==> src/rtl/seg_pkg.sv <==
// Shared definitions for the BCD seven-segment encoder: active-low digit
// patterns (bit order gfedcba), conversion FSM states and the double-dabble step.
package seg_pkg;

   localparam logic [6:0] SEG_0     = 7'b1000000;
   localparam logic [6:0] SEG_1     = 7'b1111001;
   localparam logic [6:0] SEG_2     = 7'b0100100;
   localparam logic [6:0] SEG_3     = 7'b0110000;
   localparam logic [6:0] SEG_4     = 7'b0011001;
   localparam logic [6:0] SEG_5     = 7'b0010010;
   localparam logic [6:0] SEG_6     = 7'b0000010;
   localparam logic [6:0] SEG_7     = 7'b1111000;
   localparam logic [6:0] SEG_8     = 7'b0000000;
   localparam logic [6:0] SEG_9     = 7'b0010000;
   localparam logic [6:0] SEG_DASH  = 7'b0111111;
   localparam logic [6:0] SEG_BLANK = 7'b1111111;

   localparam int ITERATIONS = 8;

   typedef enum logic [1:0] {
      IDLE  = 2'd0,
      SHIFT = 2'd1,
      LATCH = 2'd2
   } state_t;

   // Add 3 to every BCD nibble that is 5 or more, ahead of the left shift.
   function automatic logic [11:0] bcd_adjust(input logic [11:0] bcd);
      logic [11:0] adj;
      adj = bcd;
      for (int n = 0; n < 3; n++) begin
         if (bcd[n*4 +: 4] >= 4'd5) adj[n*4 +: 4] = bcd[n*4 +: 4] + 4'd3;
      end
      return adj;
   endfunction

endpackage

==> src/rtl/seg_encode.sv <==
// Combinational BCD nibble to active-low seven-segment lookup (gfedcba).
module seg_encode
   import seg_pkg::*;
(
   input  logic [3:0] digit,
   output logic [6:0] seg
);

   // NOTE: every path through a combinational case assigns seg (default
   // branch included), so no latch is inferred.
   always_comb begin
      seg = SEG_BLANK;
      case (digit)
         4'd0:    seg = SEG_0;
         4'd1:    seg = SEG_1;
         4'd2:    seg = SEG_2;
         4'd3:    seg = SEG_3;
         4'd4:    seg = SEG_4;
         4'd5:    seg = SEG_5;
         4'd6:    seg = SEG_6;
         4'd7:    seg = SEG_7;
         4'd8:    seg = SEG_8;
         4'd9:    seg = SEG_9;
         default: seg = SEG_BLANK;
      endcase
   end

endmodule

==> src/rtl/seg_bcd_encoder.sv <==
// Accepts an 8-bit value, converts it to two BCD digits with a shift-add-3
// engine, drives two active-low seven-segment digits and the refresh clock.
module seg_bcd_encoder
   import seg_pkg::*;
#(
   parameter int REFRESH_DIV   = 50000,
   parameter bit BLANK_LEADING = 1'b1
) (
   input  logic       clock,
   input  logic       reset_n,
   input  logic [7:0] value,
   input  logic [1:0] dp_in,
   input  logic       value_valid,
   output logic       value_ready,
   output logic       a0,
   output logic       b0,
   output logic       c0,
   output logic       d0,
   output logic       e0,
   output logic       f0,
   output logic       g0,
   output logic       dp0,
   output logic       a1,
   output logic       b1,
   output logic       c1,
   output logic       d1,
   output logic       e1,
   output logic       f1,
   output logic       g1,
   output logic       dp1,
   output logic       ovf,
   output logic       clock_7s
);

   localparam int PW = (REFRESH_DIV > 1) ? $clog2(REFRESH_DIV) : 1;
   localparam logic [PW-1:0] PRE_LAST = PW'(REFRESH_DIV - 1);

   state_t      state;
   state_t      state_next;
   logic [3:0]  iter;
   logic [7:0]  sr;
   logic [11:0] bcd;
   logic [1:0]  dp_cap;
   logic        load;
   logic        step;
   logic        latch_en;
   logic        last_iter;
   logic [6:0]  units_seg;
   logic [6:0]  tens_seg;
   logic [6:0]  seg0;
   logic [6:0]  seg1;
   logic [PW-1:0] pre;

   assign last_iter = (iter == 4'(ITERATIONS - 1));

   // NOTE: state and data registers use non-blocking assignments so every
   // flop samples pre-edge values regardless of statement order.
   always_ff @(posedge clock or negedge reset_n) begin
      if (!reset_n) begin
         state       <= IDLE;
         value_ready <= 1'b1;
      end else begin
         state       <= state_next;
         value_ready <= (state_next == IDLE);
      end
   end

   always_comb begin
      state_next = state;
      load       = 1'b0;
      step       = 1'b0;
      latch_en   = 1'b0;
      case (state)
         IDLE: begin
            if (value_valid) begin
               load       = 1'b1;
               state_next = SHIFT;
            end
         end
         SHIFT: begin
            step = 1'b1;
            if (last_iter) state_next = LATCH;
         end
         LATCH: begin
            latch_en   = 1'b1;
            state_next = IDLE;
         end
         default: state_next = IDLE;
      endcase
   end

   // NOTE: conversion registers are reset too, so a reset mid-conversion
   // leaves no partial result behind.
   always_ff @(posedge clock or negedge reset_n) begin
      if (!reset_n) begin
         sr     <= '0;
         bcd    <= '0;
         iter   <= '0;
         dp_cap <= '0;
      end else if (load) begin
         sr     <= value;
         dp_cap <= dp_in;
         bcd    <= '0;
         iter   <= '0;
      end else if (step) begin
         {bcd, sr} <= {bcd_adjust(bcd), sr} << 1;
         iter      <= iter + 4'd1;
      end
   end

   seg_encode u_units (
      .digit (bcd[3:0]),
      .seg   (units_seg)
   );

   seg_encode u_tens (
      .digit (bcd[7:4]),
      .seg   (tens_seg)
   );

   // Displayed digits only change on LATCH; a non-zero hundreds nibble means >99.
   always_ff @(posedge clock or negedge reset_n) begin
      if (!reset_n) begin
         seg0 <= SEG_BLANK;
         seg1 <= SEG_BLANK;
         dp0  <= 1'b1;
         dp1  <= 1'b1;
         ovf  <= 1'b0;
      end else if (latch_en) begin
         dp0 <= ~dp_cap[0];
         dp1 <= ~dp_cap[1];
         if (bcd[11:8] != 4'd0) begin
            ovf  <= 1'b1;
            seg0 <= SEG_DASH;
            seg1 <= SEG_DASH;
         end else begin
            ovf  <= 1'b0;
            seg0 <= units_seg;
            seg1 <= (BLANK_LEADING && bcd[7:4] == 4'd0) ? SEG_BLANK : tens_seg;
         end
      end
   end

   assign {g0, f0, e0, d0, c0, b0, a0} = seg0;
   assign {g1, f1, e1, d1, c1, b1, a1} = seg1;

   always_ff @(posedge clock or negedge reset_n) begin
      if (!reset_n) begin
         pre      <= '0;
         clock_7s <= 1'b0;
      end else if (pre == PRE_LAST) begin
         pre      <= '0;
         clock_7s <= ~clock_7s;
      end else begin
         pre <= pre + 1'b1;
      end
   end

endmodule

==> config.mk <==
export PLATFORM = sky130hd
export DESIGN_NAME = seg_bcd_encoder
export DESIGN_NICKNAME = d
export VERILOG_FILES = /design/src/rtl/seg_pkg.sv /design/src/rtl/seg_encode.sv /design/src/rtl/seg_bcd_encoder.sv
export SDC_FILE = /design/constraint.sdc
export NUM_CORES = 1
export LEC_CHECK = 0
export CORE_UTILIZATION = 48
export CTS_BUF_LIST = sky130_fd_sc_hd__clkbuf_2 sky130_fd_sc_hd__clkbuf_4 sky130_fd_sc_hd__clkbuf_8
export CTS_CLUSTER_DIAMETER = 50
export DETAILED_ROUTE_END_ITERATION = 8
export PLACE_DENSITY = 0.71
export SYNTH_ARGS = -nofsm -noshare
export SYNTH_HDL_FRONTEND = slang
export SYNTH_HIERARCHICAL = 1
export SYNTH_SLANG_ARGS = --single-unit
==> constraint.sdc <==
create_clock -name clock -period 1.4 [get_ports clock]
set_clock_uncertainty 0.05 [all_clocks]
set_input_delay 0.28 -clock clock [delete_from_list [all_inputs] [get_ports clock]]
set_output_delay 0.28 -clock clock [all_outputs]
set_load 0.01 [all_outputs]
**Word level (Yosys, flattened, before mapping)**

Memories as Yosys holds them, arrays and structs flattened.
Cells that the tools add are included.

- Reductions and logical operators: 5
- Eq/ne operators: 4
- Mux-type cells: 21
- $lt $le $gt $ge: 3
- Bitwise operators: 3
- Add/subtract/negate cells: 5

Operators with widths:

| operator | number |
|---|---|
| 12-bit two-way mux | 2 |
| 7-bit two-way mux | 3 |
| 16-bit by 1-bit adder with 16-bit output, second input constant | 1 |
| 16-bit equality test, second input constant | 1 |
| 16-bit two-way mux | 1 |
| 4-bit two-way mux | 4 |
| 8-bit two-way mux | 2 |
| 4-bit by 3-bit >= comparator with 1-bit output, second input constant | 3 |
| 4-bit by 2-bit adder with 4-bit output, second input constant | 2 |
| 1-bit two-way mux | 5 |
| 4-bit by 1-bit adder with 4-bit output, second input constant | 1 |
| 4-bit by 3-bit equality test with 1-bit output, second input constant | 1 |
| 2-bit logical NOT | 2 |
| 4-bit logical NOT | 1 |
| 2-bit two-way mux | 2 |
| 2-bit one-hot mux with 2 select lines | 1 |
| 4-bit nonzero test | 1 |
| 3-bit by 2-bit adder with 3-bit output, second input constant | 1 |
| 3-bit two-way mux | 1 |
| 1-bit inverter | 3 |
| 2-bit by 1-bit equality test with 1-bit output, second input constant | 1 |
| 2-bit equality test, second input constant | 1 |
| 2-bit nonzero test | 1 |

- Memories kept: 2
- Memory bits (read-only): 224
- Flip-flop bits (word level): 63
- Output and inout bits: 19

Memories:

| name | words | width | read ports | clocked after Yosys merged registers in | write ports | line | text |
|---|---|---|---|---|---|---|---|
| (name not given) | 16 | 7 | 1 | 0 | 0 | seg_encode.sv:13 | `case (digit)` |
| (name not given) | 16 | 7 | 1 | 0 | 0 | seg_encode.sv:13 |  |

**Depth between registers and ports, before layout**

Gate-level depths: netlist (run 1).

- Depth in word-level cells: 4
- Depth in mapped cells: 6
- Mapped depth without buffers: 6

**Hierarchy**

The synthesis (run 1) kept the hierarchy.

Modules (own cells, without submodules):

| module | sequential area each (um^2) | area each (um^2) | cells each | instances |
|---|---|---|---|---|
| seg_bcd_encoder | 1597.8 | 2909.0 | 266 | 1 |
| seg_encode (u_units) | 0.0 | 210.2 | 33 | 1 |
| seg_encode (u_tens) | 0.0 | 200.2 | 31 | 1 |

**Worst setup path before layout (run 1)**

No wires, ideal clock.

- Path kind: flip-flop to flip-flop
- Start point: reg pre[4]
- End point: reg pre[15]
- Period minus slack after synthesis: 1539 ps
- Library setup time: 73 ps
- Cell stages (with the launch flop): 5
- Buffers on the path: 0
- Arrival time: 1416 ps
- Setup slack: -139 ps
- Path through: dfrtp_1 > nand3_4 > or2_4 > or4_4 > a21oi_2

- Word-level cells in the longest chain between the ends: 2

RTL lines:

| item | line | text |
|---|---|---|
| start: declaration | seg_bcd_encoder.sv:52 | `logic [PW-1:0] pre;` |
| start signal: assignment | seg_bcd_encoder.sv:155 | `pre <= pre + 1'b1;` |
| 16-bit by 1-bit adder with 16-bit output or 16-bit equality test (tied branches) | seg_bcd_encoder.sv:155, seg_bcd_encoder.sv:151 |  |
| 16-bit two-way mux (*) | seg_bcd_encoder.sv:151 | `end else if (pre == PRE_LAST) begin` |

Every way passes the cells marked *; elsewhere a longest branch is shown, timed or not.
A chain may end at the register's enable or synchronous reset.

**Final worst setup path (run 1)**

- Start point: reg bcd[5]
- End point: reg bcd[6]

- Word-level cells in the longest chain between the ends: 4

RTL lines:

| item | line | text |
|---|---|---|
| start: declaration | seg_bcd_encoder.sv:42 | `logic [11:0] bcd;` |
| start signal: assignment | seg_bcd_encoder.sv:106 | `{bcd, sr} <= {bcd_adjust(bcd), sr} << 1;` |
| 4-bit by 2-bit adder with 4-bit output or 4-bit by 3-bit >= comparator with 1-bit output (tied branches) | seg_pkg.sv:31 | `if (bcd[n*4 +: 4] >= 4'd5) adj[n*4 +: 4] = bcd[n*4 +: 4] + 4'd3;` |
| 4-bit two-way mux (*) | seg_pkg.sv:31 |  |
| 12-bit two-way mux (*) | seg_bcd_encoder.sv:105 | `end else if (step) begin` |
| 12-bit two-way mux (*) | seg_bcd_encoder.sv:100 | `end else if (load) begin` |

Every way passes the cells marked *; elsewhere a longest branch is shown, timed or not. The select of a mux whose other input is x is not followed.

==> impl_metrics.toml, run 1 <==
[status]
status = "complete, but fails checks"
violations = "negative setup slack"

[routing]
drt-initial-drc-count = 115
drc = 0
num_vias = 2879
viasPerCell = 5.579
ant_nets = 0
drtPass1Iterations = 4
post_drt_wl_per_cell_um = 16.91
wl_um = 8728

[floorplanning]
core_region_area_um2 = 6495
initial_utilization_pct = 51.11
die_h_um = 85.16
rows = 29
die_area_um2 = 7252
die_w_um = 85.16
ios = 32

[sta]
maxSlewHeadroom_pct = 75.05
fin_crit_ns = 1.554
tightest_slew_ns = 0.3742
finalHoldViolations = 0
hold_ws_ns = 0.3412
rsz0062_at_grt = "true"
setup_viol = 19
period_share_pct = 111.0
max_clock_freq_mhz = 643.5
setup_slack_ns = -0.1539
drv_slew = 0

[place]
dp_hpwl_um = 4994
placed_cell_area_um2 = 4175
portBuffers = 31
pre_cts_ws_ns = -0.2709
globalplace.congestion = 0.8156

[finish]
multi_input_area_um2 = 2003
num_antenna_cells = 0
final_cell_area_um2 = 4867
fillerInstances = 401
nets = 465
drive_above_1_share_pct = 47.61
areaGrowthSynthToFinish_pct = 46.63
seqCellArea_um2 = 1612

[clock_tree]
clock_latency_ns = 0.33
cts_tree = "built"
cts_buffers = 9
cts-root-buf = "clkbuf_8"
clock_path_buffers = 2
htree_levels = 3
path_clk_slew_ns = 0.07
cts_num_sinks = 63

[global_route]
grt_overflow = 0
grt_max_degree = 27
grt_pass1_wl_um = 12870
grt_pass1_vias = 2805
antenna_found_initial = 0
grt_usage_pct = 23.10

[power]
power_density_nw_per_um2 = 2043
power_w = 0.009944
peakVddDrop_v = 0.001138
p_leak_nw = 2.165

[logic_synthesis]
ys.flop_type = "dfrtp_1"
synth_top_area_share_pct = 34.68
syn_inst = 330
synth-edff-count = 0
ys_ff_latch = 63
async_flop_share_pct = 100.0
synthTopCellsByArea = "dfrtp_1 (35%), dfstp_2 (13%), ha_1 (6.8%), o21ai_0 (4.8%), a21oi_1 (3.2%)"
synth_seq_area_share_pct = 48.13
avgSynthCellArea_um2 = 10.06
yosysTopAreaCell = "dfrtp_1"
syn_nets = 361
synthesis.area_um2 = 3319
yosysUniqueCellTypes = 42
yosysWarnings = 6

[min_path]
hp-class = "input port to asynchronous set/reset pin"

[setup_path]
r2r-start = "bcd[5]"
critPathRequiredTime_ns = 1.62
timing.rr.end = "bcd[6]"
critPathKind = "flop to flop"
r2r_cells = 6
crit_path_start_kind = "flop"
crit_path_max_fanout = 5
timing.critical_path.from = "bcd[5]"
endpoint_kind = "flop"
r2r_slack_ns = -0.15
cp.arrival_ns = 1.77

[run]
drv_cap = 0
## cell usage in the layout, fill, tap and decap left out, types with 11 or more instances in the layout
cell,n
buf_4,59
dfrtp_1,37
nand2_1,22
nor2_1,18
o21ai_0,18
dfstp_2,17
buf_2,17
a21oi_1,13
o22a_1,12
clkbuf_8,12
nor2b_1,11
o21ai_1,11
clkdlybuf4s50_1,11
## metal layers
layer | vias to the layer above | wire length, um | global-route usage (%) | part of all wire (%)
met5 | - | 0 | 0 | 0
met4 | 0 | 320 | 13.25 | 3.7
met3 | 24 | 329 | 3.794 | 3.8
met2 | 82 | 4366 | 38.34 | 50
met1 | 1411 | 3711 | 28.71 | 43
li1 | 1362 | - | - | -
## Yosys cell counts, types with 2 or more instances
| master | count |
|---|---|
| mux2_2 | 3 |
| nand2b_1 | 11 |
| nand2_1 | 23 |
| nand4_1 | 4 |
| a22o_1 | 8 |
| nor2b_1 | 12 |
| ha_1 | 18 |
| buf_6 | 2 |
| inv_1 | 17 |
| mux2i_1 | 3 |
| o31ai_1 | 2 |
| xor2_1 | 8 |
| dfrtp_1 | 46 |
| xnor2_1 | 10 |
| a21oi_1 | 21 |
| nor4_1 | 3 |
| buf_2 | 3 |
| nor2_1 | 25 |
| dfstp_2 | 17 |
| nand3_1 | 8 |
| o22a_1 | 12 |
| clkbuf_1 | 7 |
| o21ai_0 | 32 |
| a21oi_2 | 2 |
| nor3_1 | 6 |
| a22oi_1 | 7 |
| a21o_1 | 3 |
| or2_1 | 2 |
| nor3_4 | 2 |
## final cells by class
class / count / area share, %
Clock buffer: 15 / 3.856
Clock inverter: 1 / 0.1028
Inverter: 17 / 1.414
Multi-Input combinational cell: 238 / 41.16
Sequential cell: 63 / 33.11
Tap cell: 77 / 1.979
Timing Repair Buffer: 105 / 18.38
## per-stage QoR
stage	utilization, %	TNS, ns	std cells
3_5_place_dp	64.28	-5.032	481
2_1_floorplan	-	-0.4147	330
5_1_grt	74.94	-2.436	516
3_3_place_gp	64.28	-3.621	481
6_report	74.94	-0.8634	516
4_1_cts	69.93	-0.3434	506
## worst max-delay path by stage
| stage | to | slack, ns | cells past startpoint |
|---|---|---|---|
| after global placement | dp_cap[1] | -0.24 | 4 |
| after detailed placement | bcd[7] | -0.27 | 6 |
| after floorplan | clock_7s | -0.06 | 4 |
| after global routing | bcd[6] | -0.26 | 6 |
| after CTS | clock_7s | -0.09 | 5 |
| final | bcd[6] | -0.15 | 6 |
## power breakdown
group          switching, W  total (W)  internal [W]
clock network      0.000684    0.00153      0.000847
logic               0.00252    0.00521       0.00268
registers          0.000619    0.00321       0.00259
## timing repair
| action | in CTS | in global routing |
|---|---|---|
| endpoints found under the hold margin | 9 | 0 |
| gates resized for setup | 112 | 61 |
| pin swaps | 23 | 28 |
| hold buffers | 1 | 0 |
| buffers inserted | 8 | 9 |
| gates cloned | 0 | 1 |
| endpoints found under the setup margin | 52 | 37 |
## logic make-up (layout without fill, tap and decap cells)
family / after synthesis / count (layout) / share of synthesized area, %
buffers and inverters: 29 / 138 / 3.845
multiplexers: 6 / 6 / 1.922
adder cells (fa/ha/maj): 18 / 18 / 6.785
AND/OR/NAND/NOR: 105 / 105 / 17.11
XOR/XNOR: 18 / 18 / 4.749
flip-flops: 63 / 63 / 48.13
AO/OA/AOI/OAI: 91 / 91 / 17.45
## registers in the layout, indices dropped and copies added, names as in the netlist
signal,flops
pre,16
dp_cap,2
state,2
ovf,1
sr,8
value_ready,1
bcd,12
seg0,7
iter,4
seg1,7
dp0,1
dp1,1
clock_7s,1
## critical path, stage by stage, from the launching register on
cell and delay [ns]:
dfrtp_2 0.45, inv_4 0.07, ha_2 0.19, nand2b_4 0.15, a21oi_4 0.14, mux2i_1 0.26, a22o_1 0.18
Note: power is estimated with default switching activity, not from simulation.
==> run 2, diff against run 1 <==
Settings changed: PLACE_DENSITY 0.71 to 0.77, TNS_END_PERCENT set to 10.
==> impl_metrics.toml, run 2 (synthesis results as in run 1) <==
[sta]
tightest_slew_ns = 0.3160
drv_slew = 0
finalHoldViolations = 0
fin_crit_ns = 1.534
rsz0062_at_grt = "true"
setup_viol = 22
period_share_pct = 109.6
hold_ws_ns = 0.3888
tns_ns = -1.693
setup_slack_ns = -0.1337
max_clock_freq_mhz = 652.0
maxSlewHeadroom_pct = 78.71

[routing]
num_vias = 2734
met1Wirelength_um = 3512
wl_um = 7747
ant_nets = 0
met2_length_um = 3772
wl_met3_um = 257
drtPass1Iterations = 4
viasPerCell = 5.457
drt-initial-drc-count = 103
drc = 0
post_drt_wl_per_cell_um = 15.46
dr.max_layer_used = "met4"

[finish]
largest_reg_flops = 16
fillerInstances = 467
drive_above_1_share_pct = 38.68
areaGrowthSynthToFinish_pct = 36.26
final_cells = 501
final_cell_area_um2 = 4523
num_antenna_cells = 0
final_common_cell = "buf_4"
nets = 450
largest-register = "pre"
layout_common_cells = "buf_4 (50), dfrtp_1 (38), nor2_1 (24)"
top_regs = "pre x16, bcd x12, sr x8"

[setup_path]
max_stage_delay_ns = 0.42
endpoint_kind = "flop"
crit_path_max_fanout = 8
cp_cell_sequence = "nor4b_4 -> nand4_1 -> nor3_4 -> buf_12 -> xor2_2"
crit_path_start_kind = "flop"
r2r_slack_ns = -0.13
cp_top_family = "simple AND/OR/NAND/NOR gates"
timing.rr.end = "clock_7s"
critPathKind = "flop to flop"
crit_path_top_delay_cell = "dfrtp_1"
critPathRequiredTime_ns = 1.63
r2r_cells = 5
cp.arrival_ns = 1.76
cp.buffers_inverters = 1
r2r-start = "pre[11]"

[global_route]
grt_overflow = 0
grt_pass1_vias = 2695
grt_usage_pct = 22.12
grt_pass1_wl_um = 12430
grt_max_degree = 64
antenna_found_initial = 0

[clock_tree]
path_clk_slew_ns = 0.08
clock_path_buffers = 2
htree_levels = 3
cts-root-buf = "clkbuf_8"
cts_buffers = 9
cts_num_sinks = 63
clock_latency_ns = 0.35
cts_tree = "built"

[min_path]
holdCritStartpoint = "dp_cap[0]"
whs_path_depth = 1
hold_path_end = "dp0"
hp-class = "flop to flop"

[place]
dp_hpwl_um = 4891
portBuffers = 31
dp_cells = 481
globalplace.congestion = 0.8300
placed_cell_area_um2 = 4121

[floorplanning]
core_region_area_um2 = 6495
die_w_um = 85.16
ios = 32
die_area_um2 = 7252
initial_utilization_pct = 51.11
die_h_um = 85.16
rows = 29

[status]
status = "complete, but fails checks"
violations = "negative setup slack"

[power]
p_leak_nw = 2.056
power_density_nw_per_um2 = 2108
peakVddDrop_v = 0.0008680
power_w = 0.009535

[run]
drv_cap = 0
==> run 2: changes by cell type in the layout (fill, tap and decap cells not counted), sizes merged <==
cell           before  now
dlygate4sd2         2    1
buf                89   76
clkinvlp            0    1
clkdlybuf4s15       0    1
bufinv              0    4
clkbuf             17    9
clkinv              1    2
==> run 2: worst max-delay path by stage <==
stage	start	endpoint	slack, ns	cells after the start
6_report	pre[11]	clock_7s	-0.13	5
3_5_place_dp	value_valid	bcd[7]	-0.27	6
4_1_cts	bcd[0]	bcd[2]	-0.14	5
2_1_floorplan	pre[7]	clock_7s	-0.06	4
5_1_grt	pre[11]	clock_7s	-0.21	5
3_3_place_gp	value_valid	bcd[7]	-0.26	6
==> run 2: per-stage QoR <==
step	setup slack, ns	util (%)
5_1_grt	-0.2093	69.64
4_1_cts	-0.1387	67.08
3_5_place_dp	-0.2749	63.46
2_1_floorplan	-0.06196	-
6_report	-0.1337	69.64
3_3_place_gp	-0.2606	63.46
==> run 2: area by class of cell <==
type | count | area, um2 | area share (%)
Clock buffer | 9 | 123.9 | 2.739
Inverter | 17 | 63.81 | 1.411
Clock inverter | 7 | 145.1 | 3.209
Tap cell | 77 | 96.34 | 2.130
Multi-Input combinational cell | 238 | 1774 | 39.23
Timing Repair Buffer | 90 | 711.9 | 15.74
Sequential cell | 63 | 1608 | 35.55
==> run 2: what timing repair did <==
| item | CTS | global route |
|---|---|---|
| pin swaps | 12 | 14 |
| setup buffers | 0 | 3 |
| cloned | 0 | 0 |
| endpoints found under the hold margin | 46 | 0 |
| setup endpoints to repair | 54 | 48 |
| hold buffers | 1 | 0 |
| resized for setup | 86 | 45 |
==> run 2: per-layer routing <==
layer / global-route usage, % / vias up
met1: 27.48 / 1328
met5: 0 / -
met2: 37.32 / 56
li1: - / 1333
met3: 5.058 / 17
met4: 9.091 / 0
==> run 2: where the power goes <==
group | switching (W) | internal, W | leakage [nW]
sequential | 0.000605 | 0.00258 | 0.759
combinational | 0.00204 | 0.00217 | 1.17
clock | 0.000780 | 0.00137 | 0.130
total | 0.00343 | 0.00611 | 2.06
